$ cat config.mk
export PLATFORM = sky130hd
export DESIGN_NAME = lif_scheduler
export DESIGN_NICKNAME = d
export VERILOG_FILES = /design/src/rtl/lif_pkg.sv /design/src/rtl/lif_update.sv /design/src/rtl/lif_scheduler.sv
export SDC_FILE = /design/constraint.sdc
export NUM_CORES = 1
export LEC_CHECK = 0
export ABC_AREA = 1
export BUFFER_PORTS_ARGS = -buffer_cell sky130_fd_sc_hd__buf_2
export CELL_PAD_IN_SITES_DETAIL_PLACEMENT = 0
export CELL_PAD_IN_SITES_GLOBAL_PLACEMENT = 1
export CORE_MARGIN = 10
export CORE_UTILIZATION = 45
export DETAILED_ROUTE_END_ITERATION = 10
export PLACE_DENSITY_LB_ADDON = 0.1
export SYNTH_ARGS = -nofsm -noshare
export SYNTH_HDL_FRONTEND = slang
export SYNTH_SLANG_ARGS = --single-unit
$ cat constraint.sdc
create_clock -name clk -period 4.78 [get_ports clk]
set_clock_uncertainty 0.05 [all_clocks]
set_input_delay 0.239 -clock clk [delete_from_list [all_inputs] [get_ports clk]]
set_output_delay 0.239 -clock clk [all_outputs]
set_load 0.005 [all_outputs]
$ cat src/rtl/lif_pkg.sv
// rtl/lif_pkg.sv - shared FSM encoding, default width and leak/sum helper for the LIF scheduler
package lif_pkg;

  typedef enum logic [1:0] {
    ST_IDLE,
    ST_RUN,
    ST_DONE
  } lif_state_t;

  localparam int LIF_W = 8;

  // (v >> 1) + i clamped to 2^w - 1; the extra top bit keeps the carry for w up to 31
  function automatic logic [31:0] lif_sat_sum(input logic [31:0] v, input logic [31:0] i,
                                              input int w);
    logic [32:0] s;
    logic [32:0] lim;
    s   = {1'b0, v >> 1} + {1'b0, i};
    lim = (33'd1 << w) - 33'd1;
    return (s > lim) ? lim[31:0] : s[31:0];
  endfunction

endpackage

$ cat src/rtl/lif_update.sv
// rtl/lif_update.sv - combinational leak-integrate-fire step for one neuron
module lif_update
  import lif_pkg::*;
#(
  parameter int W = LIF_W
) (
  input  logic [W-1:0] v,
  input  logic [W-1:0] I,
  input  logic [W-1:0] thr,
  output logic [W-1:0] v_next,
  output logic         fire
);

  logic [W-1:0] w_sum;

  assign w_sum  = W'(lif_sat_sum(32'(v), 32'(I), W));
  assign fire   = (w_sum >= thr);
  assign v_next = fire ? '0 : w_sum;

endmodule

$ cat src/rtl/lif_scheduler.sv
// rtl/lif_scheduler.sv - sweeps N neurons through one shared LIF datapath per tick, emitting spikes on valid/ready
module lif_scheduler
  import lif_pkg::*;
#(
  parameter  int N_NEURONS = 4,
  parameter  int W         = LIF_W,
  localparam int AW        = $clog2(N_NEURONS)
) (
  input  logic          clk,
  input  logic          rst_n,
  input  logic          tick,
  input  logic          clear,
  input  logic [W-1:0]  threshold,
  input  logic          cfg_we,
  input  logic [AW-1:0] cfg_addr,
  input  logic [W-1:0]  cfg_data,
  input  logic [AW-1:0] mon_addr,
  output logic [W-1:0]  mon_state,
  output logic          spike_valid,
  output logic [AW-1:0] spike_id,
  input  logic          spike_ready,
  output logic          busy,
  output logic          done,
  output logic          overrun
);

  lif_state_t    r_state;
  lif_state_t    w_state_next;
  logic [AW-1:0] r_idx;
  logic [W-1:0]  r_thr;
  logic [W-1:0]  r_v   [N_NEURONS];
  logic [W-1:0]  r_cur [N_NEURONS];
  logic          r_spike_valid;
  logic [AW-1:0] r_spike_id;
  logic          r_done;
  logic          r_overrun;
  logic          w_update;
  logic          w_last;
  logic          w_fire;
  logic [W-1:0]  w_v_next;
  logic          w_busy;

  // An unaccepted spike blocks the datapath so spike_id never changes under valid
  assign w_update = (r_state == ST_RUN) && !(r_spike_valid && !spike_ready);
  assign w_last   = w_update && (r_idx == AW'(N_NEURONS - 1));

  lif_update #(.W(W)) u_update (
    .v      (r_v[r_idx]),
    .I      (r_cur[r_idx]),
    .thr    (r_thr),
    .v_next (w_v_next),
    .fire   (w_fire)
  );

  always_comb begin
    w_state_next = r_state;
    w_busy       = 1'b0;
    case (r_state)
      ST_IDLE: if (tick) w_state_next = ST_RUN;
      ST_RUN: begin
        w_busy = 1'b1;
        if (w_last) w_state_next = ST_DONE;
      end
      ST_DONE: if (!(r_spike_valid && !spike_ready)) w_state_next = ST_IDLE;
      default: w_state_next = ST_IDLE;
    endcase
  end

  always_ff @(posedge clk or negedge rst_n) begin
    if (!rst_n) begin
      r_state       <= ST_IDLE;
      r_idx         <= '0;
      r_thr         <= '0;
      r_spike_valid <= 1'b0;
      r_spike_id    <= '0;
      r_done        <= 1'b0;
      r_overrun     <= 1'b0;
      for (int k = 0; k < N_NEURONS; k++) begin
        r_v[k]   <= '0;
        r_cur[k] <= '0;
      end
    end else begin
      r_state   <= w_state_next;
      r_done    <= w_last;
      r_overrun <= tick && (r_state != ST_IDLE);
      if (cfg_we) r_cur[cfg_addr] <= cfg_data;
      if (r_state == ST_IDLE && tick) begin
        r_thr <= threshold;
        r_idx <= '0;
      end else if (r_state == ST_IDLE && clear) begin
        for (int k = 0; k < N_NEURONS; k++) r_v[k] <= '0;
      end
      if (w_update) begin
        r_v[r_idx]    <= w_v_next;
        r_spike_valid <= w_fire;
        if (w_fire) r_spike_id <= r_idx;
        r_idx <= r_idx + AW'(1);
      end else if (r_spike_valid && spike_ready) begin
        r_spike_valid <= 1'b0;
      end
    end
  end

  assign mon_state   = r_v[mon_addr];
  assign spike_valid = r_spike_valid;
  assign spike_id    = r_spike_id;
  assign busy        = w_busy;
  assign done        = r_done;
  assign overrun     = r_overrun;

endmodule

**Word-level counts from Yosys, hierarchy flattened**

Cells that the tools add are included.

- Add/subtract/negate cells: 2
- Order comparisons: 7
- Equal/unequal tests: 6
- Muxes and demuxes: 29
- Bitwise operators: 3
- Reduce and logical (&&, ||, !) cells: 17

Operators with widths:

| operator | count |
|---|---|
| 32-bit 2-to-1 mux | 3 |
| 8-bit 2-to-1 mux | 10 |
| 32-bit bitwise mux | 2 |
| 8-bit binary-select mux with 2-bit select | 3 |
| 8-bit demux with 2-bit select | 2 |
| 2-bit 2-to-1 mux | 5 |
| 7-bit by 8-bit adder with 9-bit output | 1 |
| 3-bit >= comparator, second input constant | 3 |
| 9-bit by 8-bit > comparator with 1-bit output, second input constant | 1 |
| 1-bit logical AND | 9 |
| 2-bit inverter with 3-bit output | 3 |
| 8-bit >= comparator | 1 |
| 3-bit by 1-bit < comparator with 1-bit output, second input constant | 2 |
| 2-bit inequality test, second input constant | 3 |
| 2-bit case mux with 3 select lines | 1 |
| 2-bit nonzero test | 3 |
| 2-bit == test, second input constant | 2 |
| 1-bit 2-to-1 mux | 3 |
| 3-bit AND reduction | 1 |
| 2-bit by 1-bit adder with 2-bit output, second input constant | 1 |
| 2-bit by 1-bit == test with 1-bit output, second input constant | 1 |
| 1-bit logical NOT | 2 |
| 2-bit logical NOT | 1 |
| 2-bit AND reduction | 1 |

- Bits in registers: 81
- Bits of input ports: 26
- Output and inout port bits: 14
- Word-level logic and storage cells: 79

**Longest topological paths before layout**

- Depth in word-level cells: 11
- Depth in mapped cells: 23
- Gate-level depth less buffers: 22

**By module**

From an unflattened synthesis, not the netlist that was laid out.

- Cells, all modules: 632
- Area total of the unflattened synthesis: 4,754.6 µm²

Modules (own cells, without submodules):

| module | instances | cells each | area an instance (µm²) | seq. area each (µm²) |
|---|---|---|---|---|
| lif_scheduler | 1 | 515 | 4,061.4 | 2,026.9 |
| lif_update | 1 | 117 | 693.2 | 0.0 |

**Worst setup path before layout**

No wires, ideal clock.

- Path kind: reg2reg
- From: reg r_idx[0]
- To: reg r_v[24] in the netlist's numbering
- Library setup time: 0.073 ns
- Arrival: 3.211 ns
- Required time: 4.657 ns
- Slack: 1.446 ns
- Cell stages (with the launch flop): 23
- Buffers on the path: 2
- Clock period less this slack: 3.334 ns
- Cell sequence: dfrtp_1 -> buf_2 -> clkbuf_1 -> nor2_1 -> o22ai_1 -> ha_1 -> fa_1 -> nand2_1 -> nand3_2 -> nand2_2 -> nand2_4 -> nand2_8 -> nand2_4 -> ha_1 -> inv_1 -> nor2_1 -> o21ai_1 -> nand2_1 -> nand2_1 -> nand2_2 -> nor2_8 -> nand2_4 -> a21oi_2

- Longest elaborated chain between the ends: 11
- Elaborated cells on any way between the ends: 19
- Classes of those cells: 1 x add/sub; 4 x order compare; 12 x mux; 1 x bitwise; 1 x reduce/logical

Ends and longest elaborated chain:

| what | RTL line | text |
|---|---|---|
| start: declaration | lif_scheduler.sv:29 | `logic [AW-1:0] r_idx;` |
| start signal: assignment | lif_scheduler.sv:97 | `r_idx <= r_idx + AW'(1);` |
| 2-bit inverter with 3-bit output (implied by the code) (*) | lif_scheduler.sv:48, lif_scheduler.sv:49, lif_scheduler.sv:94 |  |
| 8-bit binary-select mux with 2-bit select (on tied branches) | lif_scheduler.sv:48, lif_scheduler.sv:49 |  |
| 8-bit 2-to-1 mux (on tied branches) (2 in a row) | lif_scheduler.sv:48, lif_scheduler.sv:49 |  |
| 7-bit by 8-bit adder with 9-bit output | lif_pkg.sv:17 | `s = {1'b0, v >> 1} + {1'b0, i};` |
| 9-bit by 8-bit > comparator with 1-bit output | lif_pkg.sv:19 | `return (s > lim) ? lim[31:0] : s[31:0];` |
| 8-bit 2-to-1 mux | lif_pkg.sv:19 |  |
| 8-bit >= comparator | lif_update.sv:17 | `assign fire = (w_sum >= thr);` |
| 8-bit 2-to-1 mux | lif_update.sv:18 | `assign v_next = fire ? '0 : w_sum;` |
| 32-bit bitwise mux (*) | lif_scheduler.sv:94 | `r_v[r_idx] <= w_v_next;` |
| 32-bit 2-to-1 mux (*) | lif_scheduler.sv:93 | `if (w_update) begin` |
| end signal: indexed assignment | lif_scheduler.sv:94 |  |
| end: declaration | lif_scheduler.sv:31 | `logic [W-1:0] r_v [N_NEURONS];` |

Mark *: on every way between the ends. The rest lies on a longest branch, timed or not. The select of a mux whose other input is x is not followed.
A chain may end at the register's enable or synchronous reset.

**Worst setup path after layout**

- From: reg r_idx[0]
- To: reg r_v[28] in the netlist's numbering

The elaborated chain is that of the path after synthesis.

==> flow_summary.yaml <==
synth:
  yosys_warnings: 0
  synth-edff-count: 0
  synthFlopType: "dfrtp_1"
  yosysUniqueCellTypes: 29
  synth_seq_cells: 81
  synth_area_leaders: "dfrtp_1 44%, o21ai_0 8.8%, nand2_1 7.3%, ha_1 5.2%, nor2_1 4.8%"
  synthMostInstantiatedCell: "nand2_1"
  synthMuxAreaShare_pct: 0.247
  synthTopCellsByCount: "89 x nand2_1, 81 x dfrtp_1, 80 x o21ai_0, 58 x nor2_1, 40 x inv_1"
  yosysTopAreaCellShare_pct: 44.5
  synth_compound_area_share_pct: 19.8
  synth_top_area_cell: "dfrtp_1"
  syn_nets: 588
  synth-simple-area-share_pct: 23.2
  synth_area_sq_um: 4560
  synthArstFlopShare_pct: 100
  avgSynthCellArea_sq_um: 8.41
  yosys.area_share.adder_pct: 5.66
  synthCells: 542
  synth-seq-area-share_pct: 44.5
  synth_top_family_by_area: "simple AND/OR/NAND/NOR gates"
  synth_xor_area_share_pct: 0.577
grt:
  grt_max_degree: 82
  antenna_found_initial: 0
  first_global_vias: 3577
  grt-ovfl-total: 0
  grt.total_usage_pct: 15.8
  grt_pass1_wl_mm: 18.8
die:
  pin_count: 40
  die_area_sq_um: 14500
  die_w_microns: 121
  initial_utilization_pct: 46.4
  rows: 36
  core-area_sq_um: 9820
  die_h_microns: 121
clock_network:
  clkSinkCount: 81
  cts_setup_buffers: 0
  cts_made_buffers: 9
  clock_path_buffers: 2
  h-tree-depth: 3
  cts_resized: 0
  ctsHoldBuffers: 0
  clk_latency_ps: 360
  clockRootBuffer: "clkbuf_8"
  cts_tree: "done"
  clkTransAtPathRegs_ps: 80
critical_path:
  startpoint_type: "register"
  r2r_slack_ps: 1050
  r2r-end: "r_v[28]"
  crit_fanout: 35
  ff2ff_path_depth: 20
  crit_start: "r_idx[0]"
  worst_ep_required_time_ps: 5020
  r2r-start: "r_idx[0]"
  end_kind: "register"
  cp.arrival_ps: 3970
  worstSetupPathType: "register to register"
drt:
  vias_per_cell: 5.26
  routed_wirelength_mm: 11.1
  drc: 0
  dr.pass1.iters: 4
  drtIter0Drc: 265
  avgRoutedWirePerCell_microns: 15.6
  vias: 3747
  drtAntennaViolNets: 0
cells_and_area:
  nNetsFinal: 620
  n_antenna_cell: 0
  drive_gt1_share_pct: 21.8
  n_fill_cell: 994
  syn_to_final_growth_pct: 11.0
timing:
  rsz0062_at_grt: "false"
  max_slew_margin_pct: 30.6
  max_freq_ghz: 0.268
  setup-tns-final_ps: 0
  post-route-min-period_ps: 3730
  hold_viol: 0
  setup-violations-final: 0
  tightest_slew_ps: 1040
  fin_hold_ws_ps: 12.4
  final.period_utilization_pct: 77.9
  slew_viol_final: 0
placed_design:
  hpwl_mm: 7.83
  gp_congestion: 0.848
  io_buffers: 39
status:
  status: "finished clean"
hold_path:
  hold_class: "input pin to asynchronous set/reset pin"
run:
  max_cap_violations: 0
-- layout make-up --
type / count / area [sq um] / share of cell area [%]
Clock buffer: 12 / 145 / 2.87
Clock inverter: 4 / 52.6 / 1.04
Inverter: 51 / 194 / 3.84
Multi-Input combinational cell: 389 / 2250 / 44.5
Sequential cell: 81 / 2030 / 40.1
Tap cell: 133 / 166 / 3.29
Timing Repair Buffer: 42 / 220 / 4.36
-- layout by cell type (no fill, tap or decap), types with 3 or more instances in the layout --
master    instances
nand2_1          89
dfrtp_1          81
o21ai_0          80
nor2_1           58
inv_1            40
buf_2            38
nand3_1          36
o21ai_2          24
o22ai_1          22
ha_1             19
nand2_4          18
a21oi_1          13
clkbuf_8         10
a21oi_2           8
inv_2             7
nand2_2           7
buf_4             4
xnor2_1           3
clkinv_1          3
-- sequential cells by signal (all words and copies together), names as in the netlist --
| signal | flops |
|---|---|
| done | 1 |
| overrun | 1 |
| r_cur | 32 |
| r_idx | 2 |
| r_state | 2 |
| r_thr | 8 |
| r_v | 32 |
| spike_id | 2 |
| spike_valid | 1 |
-- worst max-delay path, cell delays in order (launching register included) --
cell	delay (ps)
dfrtp_1	400
inv_2	410
o21ai_0	140
o22ai_1	310
ha_1	360
a21oi_1	240
nand3_2	110
nand2_2	90
nand2_4	70
nand2_8	130
nand2_4	80
ha_1	290
inv_1	50
nor2_1	30
o21ai_1	110
nand2_1	60
nand2_1	70
nand2_2	90
nor2_8	290
nand2_4	130
a21oi_2	130
-- worst max-delay path by stage --
stage / endpoint / depth (start not counted)
2_1_floorplan: r_v[24] / 22
3_3_place_gp: r_v[11] / 20
3_5_place_dp: r_v[5] / 20
4_1_cts: r_v[12] / 20
5_1_grt: r_v[13] / 20
6_report: r_v[28] / 20
-- stage by stage --
step | std cells | instance area, sq um | worst slack, ps | util [%]
CTS | 712 | 5060 | 1050 | 51.5
global placement | 696 | 4860 | 1090 | 49.5
detailed placement | 696 | 4860 | 1070 | 49.5
global route | 712 | 5060 | 766 | 51.5
floorplan | 542 | 4560 | 1450 | -
finish | 712 | 5060 | 1050 | 51.5
-- cells by family (layout without fill, tap and decap cells) --
logic type / after synthesis / in the layout
compound gates: 150 / 150
mux: 1 / 1
simple gates: 215 / 215
flops: 81 / 81
fa+ha+maj: 20 / 20
buf+inv: 72 / 109
xor+xnor: 3 / 3
-- routing by layer --
layer / track usage, % / part of all wire [%]
met1: 21.1 / 47
met5: 0 / 0
met3: 3.02 / 4.2
met2: 24.8 / 47
met4: 6.33 / 2.0
Power is left out: the tool's default activity adds up to more than one toggle a clock period on the data nets, which glitch-free logic cannot reach.
